--- config.mk ---
export PLATFORM = sky130hd
export DESIGN_NAME = timer_arbiter
export DESIGN_NICKNAME = d
export VERILOG_FILES = /design/src/rtl/timer_arbiter_pkg.sv /design/src/rtl/down_counter_load.sv /design/src/rtl/timer_arbiter.sv
export SDC_FILE = /design/constraint.sdc
export NUM_CORES = 1
export LEC_CHECK = 0
export ABC_CLOCK_PERIOD_IN_PS = 1900
export BUFFER_PORTS_ARGS = -buffer_cell sky130_fd_sc_hd__buf_4
export CAP_MARGIN = 20
export CORE_MARGIN = 3
export CORE_UTILIZATION = 47
export CTS_CLUSTER_SIZE = 28
export DETAILED_ROUTE_END_ITERATION = 6
export PLACE_DENSITY = 0.75
export SKIP_LAST_GASP = 1
export SLEW_MARGIN = 10
export SYNTH_ARGS = -nofsm -noshare
export SYNTH_HDL_FRONTEND = slang
export SYNTH_SLANG_ARGS = --single-unit
--- constraint.sdc ---
create_clock -name clk -period 1.9 [get_ports clk]
set_input_delay 0.19 -clock clk [delete_from_list [all_inputs] [get_ports clk]]
set_output_delay 0.19 -clock clk [all_outputs]
set_load 0.01 [all_outputs]
--- src/rtl/timer_arbiter_pkg.sv ---
// Shared types and constants for the two-requester timer arbiter.
package timer_arbiter_pkg;

  localparam int unsigned CNT_W_DEF = 4;
  localparam int unsigned NUM_REQ   = 2;

  typedef enum logic [1:0] {
    IDLE = 2'd0,
    RUN  = 2'd1,
    DONE = 2'd2
  } state_e;

  // One-hot vector with only bit idx set.
  function automatic logic [NUM_REQ-1:0] to_onehot(input logic idx);
    logic [NUM_REQ-1:0] v;
    v      = '0;
    v[idx] = 1'b1;
    return v;
  endfunction

endpackage

--- src/rtl/down_counter_load.sv ---
// Loadable down-counter that saturates at zero; clear beats load beats enable.
module down_counter_load
  import timer_arbiter_pkg::*;
#(
  parameter int unsigned W = CNT_W_DEF
) (
  input  logic         clk,
  input  logic         reset,
  input  logic         load,
  input  logic [W-1:0] load_val,
  input  logic         en,
  input  logic         clr,
  output logic [W-1:0] count,
  output logic         zero_c
);

  // Counter register: never decrements below zero.
  always_ff @(posedge clk or posedge reset) begin
    if (reset) begin
      count <= '0;
    end else if (clr) begin
      count <= '0;
    end else if (load) begin
      count <= load_val;
    end else if (en && (count != '0)) begin
      count <= count - W'(1);
    end
  end

  assign zero_c = (count == '0);

endmodule

--- src/rtl/timer_arbiter.sv ---
// Round-robin arbiter granting a shared down-counting timer to one of two requesters.
module timer_arbiter
  import timer_arbiter_pkg::*;
#(
  parameter int unsigned CNT_W = CNT_W_DEF
) (
  input  logic               clk,
  input  logic               reset,
  input  logic [NUM_REQ-1:0] req,
  input  logic [CNT_W-1:0]   load_val0,
  input  logic [CNT_W-1:0]   load_val1,
  input  logic               abort,
  output logic [NUM_REQ-1:0] grant,
  output logic               busy,
  output logic [CNT_W-1:0]   count,
  output logic [NUM_REQ-1:0] done
);

  state_e             state_q, state_d;
  logic               owner_q, owner_d;
  logic               ptr_q, ptr_d;
  logic               winner;
  logic [CNT_W-1:0]   load_mux;
  logic               cnt_load, cnt_en, cnt_clr, cnt_zero;
  logic [NUM_REQ-1:0] grant_d, done_d;
  logic               busy_d;

  // Winner selection: pointer breaks ties, otherwise the sole requester wins.
  always_comb begin
    winner = req[1];
    if (req == 2'b11) begin
      winner = ptr_q;
    end
    load_mux = winner ? load_val1 : load_val0;
  end

  down_counter_load #(
    .W (CNT_W)
  ) u_cnt (
    .clk      (clk),
    .reset    (reset),
    .load     (cnt_load),
    .load_val (load_mux),
    .en       (cnt_en),
    .clr      (cnt_clr),
    .count    (count),
    .zero_c   (cnt_zero)
  );

  // Next-state, owner, pointer and counter control.
  always_comb begin
    state_d  = state_q;
    owner_d  = owner_q;
    ptr_d    = ptr_q;
    cnt_load = 1'b0;
    cnt_en   = 1'b0;
    cnt_clr  = 1'b0;
    case (state_q)
      IDLE: begin
        if (req != '0) begin
          state_d  = RUN;
          owner_d  = winner;
          cnt_load = 1'b1;
        end
      end
      RUN: begin
        if (abort || !req[owner_q]) begin
          state_d = IDLE;
          cnt_clr = 1'b1;
          if (abort) begin
            ptr_d = ~owner_q;
          end
        end else if (!cnt_zero) begin
          cnt_en = 1'b1;
        end else begin
          state_d = DONE;
          ptr_d   = ~owner_q;
        end
      end
      DONE: begin
        state_d = IDLE;
      end
      default: begin
        state_d = IDLE;
      end
    endcase
    busy_d  = (state_d != IDLE);
    grant_d = busy_d ? to_onehot(owner_d) : '0;
    done_d  = (state_d == DONE) ? to_onehot(owner_q) : '0;
  end

  // State, bookkeeping and registered status outputs.
  always_ff @(posedge clk or posedge reset) begin
    if (reset) begin
      state_q <= IDLE;
      owner_q <= 1'b0;
      ptr_q   <= 1'b0;
      grant   <= '0;
      busy    <= 1'b0;
      done    <= '0;
    end else begin
      state_q <= state_d;
      owner_q <= owner_d;
      ptr_q   <= ptr_d;
      grant   <= grant_d;
      busy    <= busy_d;
      done    <= done_d;
    end
  end

endmodule

; Yosys cells after proc, flatten, opt, wreduce, memory -nomap -nowiden
; Cells that the tools add are included.
[word_totals]
mem_count = 0
reg_bits = 13
latchBits = 0
ram_bits = 0
mem_bits_ro = 0
[op_classes]
bitwise = 1
reduce_logical = 13
n_shift = 0
order_cmp = 4
n_addsub = 1
div_mod_pow = 0
n_eq_ne = 4
n_mul = 0
n_mux = 29
[ops]
columns = cell, n
row1 = $mux W1, 17
row2 = $mux W4, 4
row3 = $mux W2, 5
row4 = $reduce_bool A2 Y1, 3
row5 = $eq A2 B2 Y1 const B, 2
row6 = $logic_not A4 Y1, 1
row7 = $lt A1 B2 Y1 const B, 2
row8 = $pmux W2 S2, 1
row9 = $reduce_bool A4 Y1, 1
row10 = $sub A4 B1 Y4 const B, 1
row11 = $logic_and A1 B1 Y1, 3
row12 = $reduce_and A3 Y1, 1
row13 = $reduce_bool A3 Y1, 1
row14 = $demux W1 S1, 2
row15 = $eq A2 B1 Y1 const B, 1
row16 = $ge A1 B1 Y1 const B, 2
row17 = $logic_not A2 Y1, 1
row18 = $ne A2 B2 Y1 const B, 1
row19 = $logic_not A1 Y1, 1
row20 = $logic_or A1 B1 Y1, 1
row21 = $not A1 Y1, 1

; Depth between registers and ports, before layout
; Gate-level depths: netlist of the first run.
[depth]
word_depth = 10
depth_mapped = 6
depth_no_buf = 6

; By module
; Synthesis of the first run repeated with hierarchy kept, for this count alone.
[hier_totals]
hier_cells = 75
hier_area_um2 = 763.2
[modules_own_cells]
columns = mod, n_inst, seq_area_each_um2, cells_each, area_each_um2
row1 = timer_arbiter, 1, 225.2, 44, 464.2
row2 = down_counter_load, 1, 100.1, 31, 299.0

; Worst setup path after synthesis of the first run
; No wires, ideal clock.
[synth_timing]
kind = register to register
startpoint = register u_cnt.count[0]
endpoint = register u_cnt.count[2]
arrival_time_ns = 1.626
setup_slack_ns = 0.193
stages_incl_launch_ff = 7
n_path_buf = 0
synth_period_minus_slack_ns = 1.707
cell_sequence = dfrtp_1 -> inv_1 -> ha_1 -> nor3b_1 -> or3_4 -> or3b_1 -> o211ai_2
[synth_via]
elab_chain_len = 6
[synth_rtl]
columns = element, line
row1 = from (decl), down_counter_load.sv:13  ; output logic [W-1:0] count,
row2 = from (signal assigned), down_counter_load.sv:24  ; count <= load_val;
row3 = from (signal assigned), down_counter_load.sv:26  ; count <= count - W'(1);
row4 = "parallel branches: the longest is 6 deep, another holds $sub A4 B1 Y4", --
; Parallel ways; which one is timed is not known. The select of a mux whose other input is x is not followed.
; A chain may end at the register's enable or synchronous reset.

; Worst setup path after layout of the first run
[layout_timing]
startpoint = register state_q[1]
endpoint = register u_cnt.count[2]
[layout_via]
elab_chain_len = 4
[layout_rtl]
columns = element, line
row1 = from (decl), timer_arbiter.sv:19  ; state_e state_q, state_d;
row2 = from (signal assigned), timer_arbiter.sv:102  ; state_q <= state_d;
row3 = $eq A2 B1 Y1 / $logic_not A2 Y1 (equally long branches), timer_arbiter.sv:58  ; case (state_q)
row4 = $mux W1, timer_arbiter.sv:58
row5 = $logic_and A1 B1 Y1 / $mux W4 (equally long branches), "down_counter_load.sv:25, down_counter_load.sv:23"
row6 = $reduce_bool A3 Y1 (no source line) / $mux W4 (equally long branches), --
; Several ways; a longest one is shown, not always the timed one.

==> impl_metrics.tcl, run 1 <==
set metrics [dict create \
    finalSetupViolCount 0 \
    arrival_ns 2.00 \
    dp_hpwl_um 1164 \
    maxSlewHeadroom_pct 57.92 \
    max_freq_ghz 0.5580 \
    cts.repair.resized 0 \
    ys_async_sr_fraction_pct 100.0 \
    multiInputGateArea_um2 316.6 \
    grt.met2_usage_pct 27.62 \
    clk_path_buf_depth 2 \
    setup_ws_ns 0.1077 \
    wl_per_cell_um 14.60 \
    antenna_found_initial 0 \
    synth_nets 76 \
    final_cell_mix "buf_4 (23), dfrtp_1 (13), mux2i_1 (7)" \
    num-nets-final 104 \
    hold_path.class "in -> reg" \
    dr.pass1.iters 2 \
    startpoint_type "flop" \
    drt_iter0_drc 8 \
    ys_warn_count 0 \
    slew_viol_final 0 \
    status "finished, final reports clean" \
    yosys.area.top_type "dfrtp_1" \
    grt_remaining_overflow 0 \
    grt-busiest-layer "met2" \
    antenna_left 0 \
    synth_flop_cell "dfrtp_1" \
    drt-total-wl_um 1489 \
    drc 0 \
    peakVddDrop_mv 0.8441 \
    place.gp.congestion 0.7751 \
    met3_usage_pct 7.469 \
    cts_tree "yes" \
    seqCellArea_um2 325.3 \
    clock-sinks 13 \
    rsz0062_at_grt "false" \
    first_global_vias 566 \
    fp-row-count 12 \
    path_max_fanout 5 \
    core_um2 1216 \
    syn_area_um2 668.1 \
    drv_cap 0 \
    fin_crit_ns 1.792 \
    nFillCells 87 \
    ys_seq_elements 13 \
    p_leak_uw 0.0004558 \
    synth_edf_count 0 \
    post_synth_num_cell_types 28 \
    grt_pass1_wl_um 2477 \
    avgSynthCellArea_um2 10.95 \
    htree_levels 1 \
    met1_usage_pct 21.96 \
    cts_made_buffers 3 \
    port_buffers 21 \
    synth_seq_area_share_pct 48.69 \
    synth_area_leaders "dfrtp_1 (49%), mux2i_1 (10%), ha_1 (3.7%)" \
    place_ws_ns 0.1160 \
    synth_cells 61 \
    root_buffer "clkbuf_4" \
    drive_gt1_share_pct 36.36 \
    fin_worst_skew_ns 0.004189 \
    ioPinCount 22 \
    fp.dieArea_um2 1910 \
    dr_total_vias 548 \
    die_w_um 43.71 \
    clk_latency_ns 0.28 \
    fin_crit_sh_pct 94.33 \
    hold_violations 0 \
    n_antenna_cell 0 \
    syn2layout_area_growth_pct 33.33 \
    vias_per_cell 5.373 \
    critPathRequiredTime_ns 2.11 \
    grt_usage_pct 17.90 \
    cp-end-kind "flop" \
    fin_setup_tns_ns 0 \
    die_height_um 43.71 \
    initial_core_util_pct 54.94 \
    clk_pin_slew_worst_paths_ns 0.08 \
    mostFrequentLayoutCell "buf_4" \
    grt_start_max_net_pins 14 \
    synth_top_area_share_pct 48.69 \
    p_per_area_nw_per_um2 1421 \
    tightest_slew_ns 0.6299 \
    path_class "reg -> reg" \
]
cells by family (layout without fill, tap and decap cells):
group	after synthesis	in the layout	synth area share, %
adders and majority gates	2	2	3.745
AOI/OAI and AO/OA	13	13	14.61
and+or+nand+nor	19	19	18.54
buffers and inverters	7	34	3.932
DFF	13	13	48.69
muxes	7	7	10.49
state kept, by name (all words and copies together), names as in the netlist:
signal / cells
u_cnt.count: 4
ptr_q: 1
done: 2
state_q: 2
grant: 2
busy: 1
owner_q: 1
path summary, 6_finish.rpt:
kind,start,endpoint,slack (ns),cells after the start
min in group asynchronous,reset,state_q[0],0.48,3
worst min register to register,owner_q,done[0],0.54,1
worst max register to register,state_q[1],u_cnt.count[2],0.11,4
worst max-delay path,state_q[1],u_cnt.count[2],0.11,4
worst min-delay path,load_val1[2],u_cnt.count[2],0.21,3
max in group asynchronous,reset,u_cnt.count[1],1.08,3
synth_stat cells (2+ instances only):
master	instances
dfrtp_1	13
mux2i_1	7
inv_1	6
nor3_1	3
o31ai_1	3
a21oi_1	2
ha_1	2
nand2_1	2
nand3_1	2
o221ai_1	2
or2_2	2
metrics by stage:
step                power (µW)  hold slack [ns]  util [%]  instances  area, µm²
global route              1362           0.2103     73.25        102      890.9
floorplan                853.1          0.06696         -         61      668.1
global placement          1081           0.2398     70.27         97      854.6
CTS                       1277           0.2082     73.25        102      890.9
finish                    1266           0.2124     73.25        102      890.9
detailed placement        1097           0.2425     70.27         97      854.6
worst max-delay path, stage by stage (launching register included):
cell      delay (ns)
dfrtp_1         0.41
or3b_4          0.42
or3_4           0.41
or3b_1          0.40
o211ai_2        0.08
final cells by class:
class	count	area share (%)
clock buffer	4	2.949
inverter	6	2.528
tap	14	1.966
sequential	13	36.52
multi-input combinational	41	35.53
timing repair buffer	24	20.51
repair_timing:
item,4_1_cts,5_1_grt
endpoints found under the hold margin,13,0
setup buffers,0,0
hold buffers,1,0
routing by layer:
| layer | share of wire [%] | vias to the layer above | wire length, µm |
|---|---|---|---|
| met5 | 0 | - | 0 |
| met4 | 0.81 | 0 | 12 |
| met3 | 4.7 | 2 | 70 |
| met2 | 51 | 12 | 757 |
| met1 | 44 | 259 | 650 |
| li1 | - | 275 | - |
power by group:
group | total, µW | internal, µW | switching [µW]
sequential | 477 | 386 | 91.5
combinational | 618 | 317 | 301
clock | 171 | 81.6 | 89.3
Note: power is estimated with default switching activity, not from simulation.
==> inputs of run 2 (changes only) <==
--- a/config.mk
+++ b/config.mk
@@ -5,14 +5,15 @@
 export SDC_FILE = /design/constraint.sdc
 export NUM_CORES = 1
 export LEC_CHECK = 0
-export ABC_CLOCK_PERIOD_IN_PS = 1900
+export ABC_CLOCK_PERIOD_IN_PS = 2200
 export BUFFER_PORTS_ARGS = -buffer_cell sky130_fd_sc_hd__buf_4
 export CAP_MARGIN = 20
 export CORE_MARGIN = 3
-export CORE_UTILIZATION = 47
+export CORE_UTILIZATION = 51
+export CTS_CLUSTER_DIAMETER = 80
 export CTS_CLUSTER_SIZE = 28
 export DETAILED_ROUTE_END_ITERATION = 6
-export PLACE_DENSITY = 0.75
+export PLACE_DENSITY = 0.8
 export SKIP_LAST_GASP = 1
 export SLEW_MARGIN = 10
 export SYNTH_ARGS = -nofsm -noshare
==> constraint.sdc (replaced) <==
create_clock -name clk -period 2.2 [get_ports clk]
set_input_delay 0.22 -clock clk [delete_from_list [all_inputs] [get_ports clk]]
set_output_delay 0.22 -clock clk [all_outputs]
set_load 0.01 [all_outputs]
==> run 2 against run 1 <==
Against the previous run: clock skew shrank 0.0026 ns; sequential cell count unchanged; via count up 5.3%; global-route usage grew 0.33 points; clock-buffer cell count is 1 lower; non-clock buffer count decreased by 2; setup slack gained 0.26 ns; first-iteration DRC count rose by 75%; sequential power is 13% lower; final area down 1.5%; sequential share of layout area grew 0.57 points; critical endpoint is now u_cnt.count[0]; highest routed layer unchanged.
==> impl_metrics.tcl, run 2 (synthesis gave the netlist of run 1 again) <==
set metrics [dict create \
    setup_ws_ns 0.3629 \
    cts_made_buffers 3 \
    die_height_um 42.20 \
    hold_violations 0 \
    port_buffers 21 \
    p_sw_share_pct 39.08 \
    ff2ff_setup_slack_ns 0.36 \
    fp-row-count 12 \
    place_area_um2 839.6 \
    place_ws_ns 0.3930 \
    root_buffer "clkbuf_4" \
    wl_per_cell_um 14.85 \
    postCtsSetupBuffers 0 \
    status "finished, final reports clean" \
    startpoint_type "flop" \
    path_max_fanout 5 \
    cts.repair.resized 0 \
    syn2layout_area_growth_pct 31.27 \
    dr.pass1.iters 4 \
    clock_power_share_pct 13.9 \
    crit_path_start "u_cnt.count[0]" \
    antenna_found_initial 0 \
    hold_path.class "in -> reg" \
    grt_pass1_wl_um 2415 \
    tightest_slew_ns 0.9018 \
    seqCellArea_um2 325.3 \
    slew_viol_final 0 \
    power_frac_comb_pct 47.9 \
    power_uw 1086 \
    first_global_vias 527 \
    cp-end-kind "flop" \
    path_class "reg -> reg" \
    clock-sinks 13 \
    max_freq_ghz 0.5443 \
    nFillCells 82 \
    grt_usage_pct 18.23 \
    dr_total_vias 577 \
    grt_start_max_net_pins 14 \
    die_w_um 42.20 \
    p_leak_uw 0.0004492 \
    drt_iter0_drc 14 \
    p_int_uw 661.6 \
    finalSetupViolCount 0 \
    grt_remaining_overflow 0 \
    fp.dieArea_um2 1780 \
    drv_cap 0 \
    postCtsHoldBufs 1 \
    n_antenna_cell 0 \
    mostFrequentLayoutCell "buf_4" \
    cts_tree "yes" \
    vias_per_cell 5.770 \
    arrival_ns 2.03 \
    hold_slack_ns 0.2202 \
    peakVddDrop_mv 0.6802 \
    reg2reg_from "u_cnt.count[0]" \
    hold_depth 3 \
    place.gp.congestion 0.8756 \
    core_um2 1171 \
    worstHoldStart "load_val1[3]" \
    num-nets-final 102 \
    drt-total-wl_um 1485 \
    reg2reg_depth 6 \
    largest_register "u_cnt.count" \
    dp_hpwl_um 1092 \
    fin_setup_tns_ns 0 \
    final_area_um2 877.1 \
    clk_pin_slew_worst_paths_ns 0.08 \
    drc 0 \
    ioPinCount 22 \
    p_per_area_nw_per_um2 1238 \
    fin_crit_sh_pct 83.50 \
    antenna_left 0 \
    drive_gt1_share_pct 36.05 \
    maxSlewHeadroom_pct 39.76 \
    final_cell_mix "buf_4 (21), dfrtp_1 (13), mux2i_1 (7)" \
    initial_core_util_pct 57.05 \
    clk_path_buf_depth 2 \
    largest_reg_flops 4 \
    critPathRequiredTime_ns 2.39 \
    fin_worst_skew_ns 0.001547 \
    multiInputGateArea_um2 316.6 \
    fin_crit_ns 1.837 \
    htree_levels 1 \
    seq_power_share_pct 38.2 \
    clk_latency_ns 0.28 \
    rsz0062_at_grt "false" \
    power.net_switching_uw 424.5 \
]
run 2: area by class of cell:
class	count	share of cell area, %
clock inverter	1	0.5706
timing repair buffer	22	19.12
tap	14	1.997
multi-input combinational	41	36.09
sequential	13	37.09
inverter	6	2.568
clock buffer	3	2.568
run 2: critical path: stages (launching register included):
cell,delay (ns)
dfrtp_1,0.42
inv_1,0.10
ha_1,0.16
or3b_2,0.47
o31ai_1,0.36
nand3_1,0.13
o221ai_1,0.11
run 2: per-layer routing:
metal | track usage, % | vias to the layer above | wire length, µm
met3 | 6.009 | 4 | 119
met1 | 22.40 | 267 | 568
li1 | - | 276 | -
met4 | 4.969 | 0 | 19
met5 | 0 | - | 0
met2 | 30.40 | 30 | 778
run 2: worst paths after layout:
path | end
max | u_cnt.count[0]
min | u_cnt.count[3]
max reg2reg | u_cnt.count[0]
min reg2reg | ptr_q
max in group asynchronous | owner_q
min in group asynchronous | state_q[1]
run 2: metrics by stage:
step	util (%)	instances
final	74.89	100
after global placement	71.69	95
after global routing	74.89	100
after floorplan	-	61
after CTS	74.89	100
after detailed placement	71.69	95
run 2: power by group through the flow:
stage               logic [µW]  clock network [µW]  registers (µW)
detailed placement         513                   0             417
finish                     520                 151             415
floorplan                  306                   0             431
global placement           500                   0             412
CTS                        521                 148             413
global route               569                 158             430
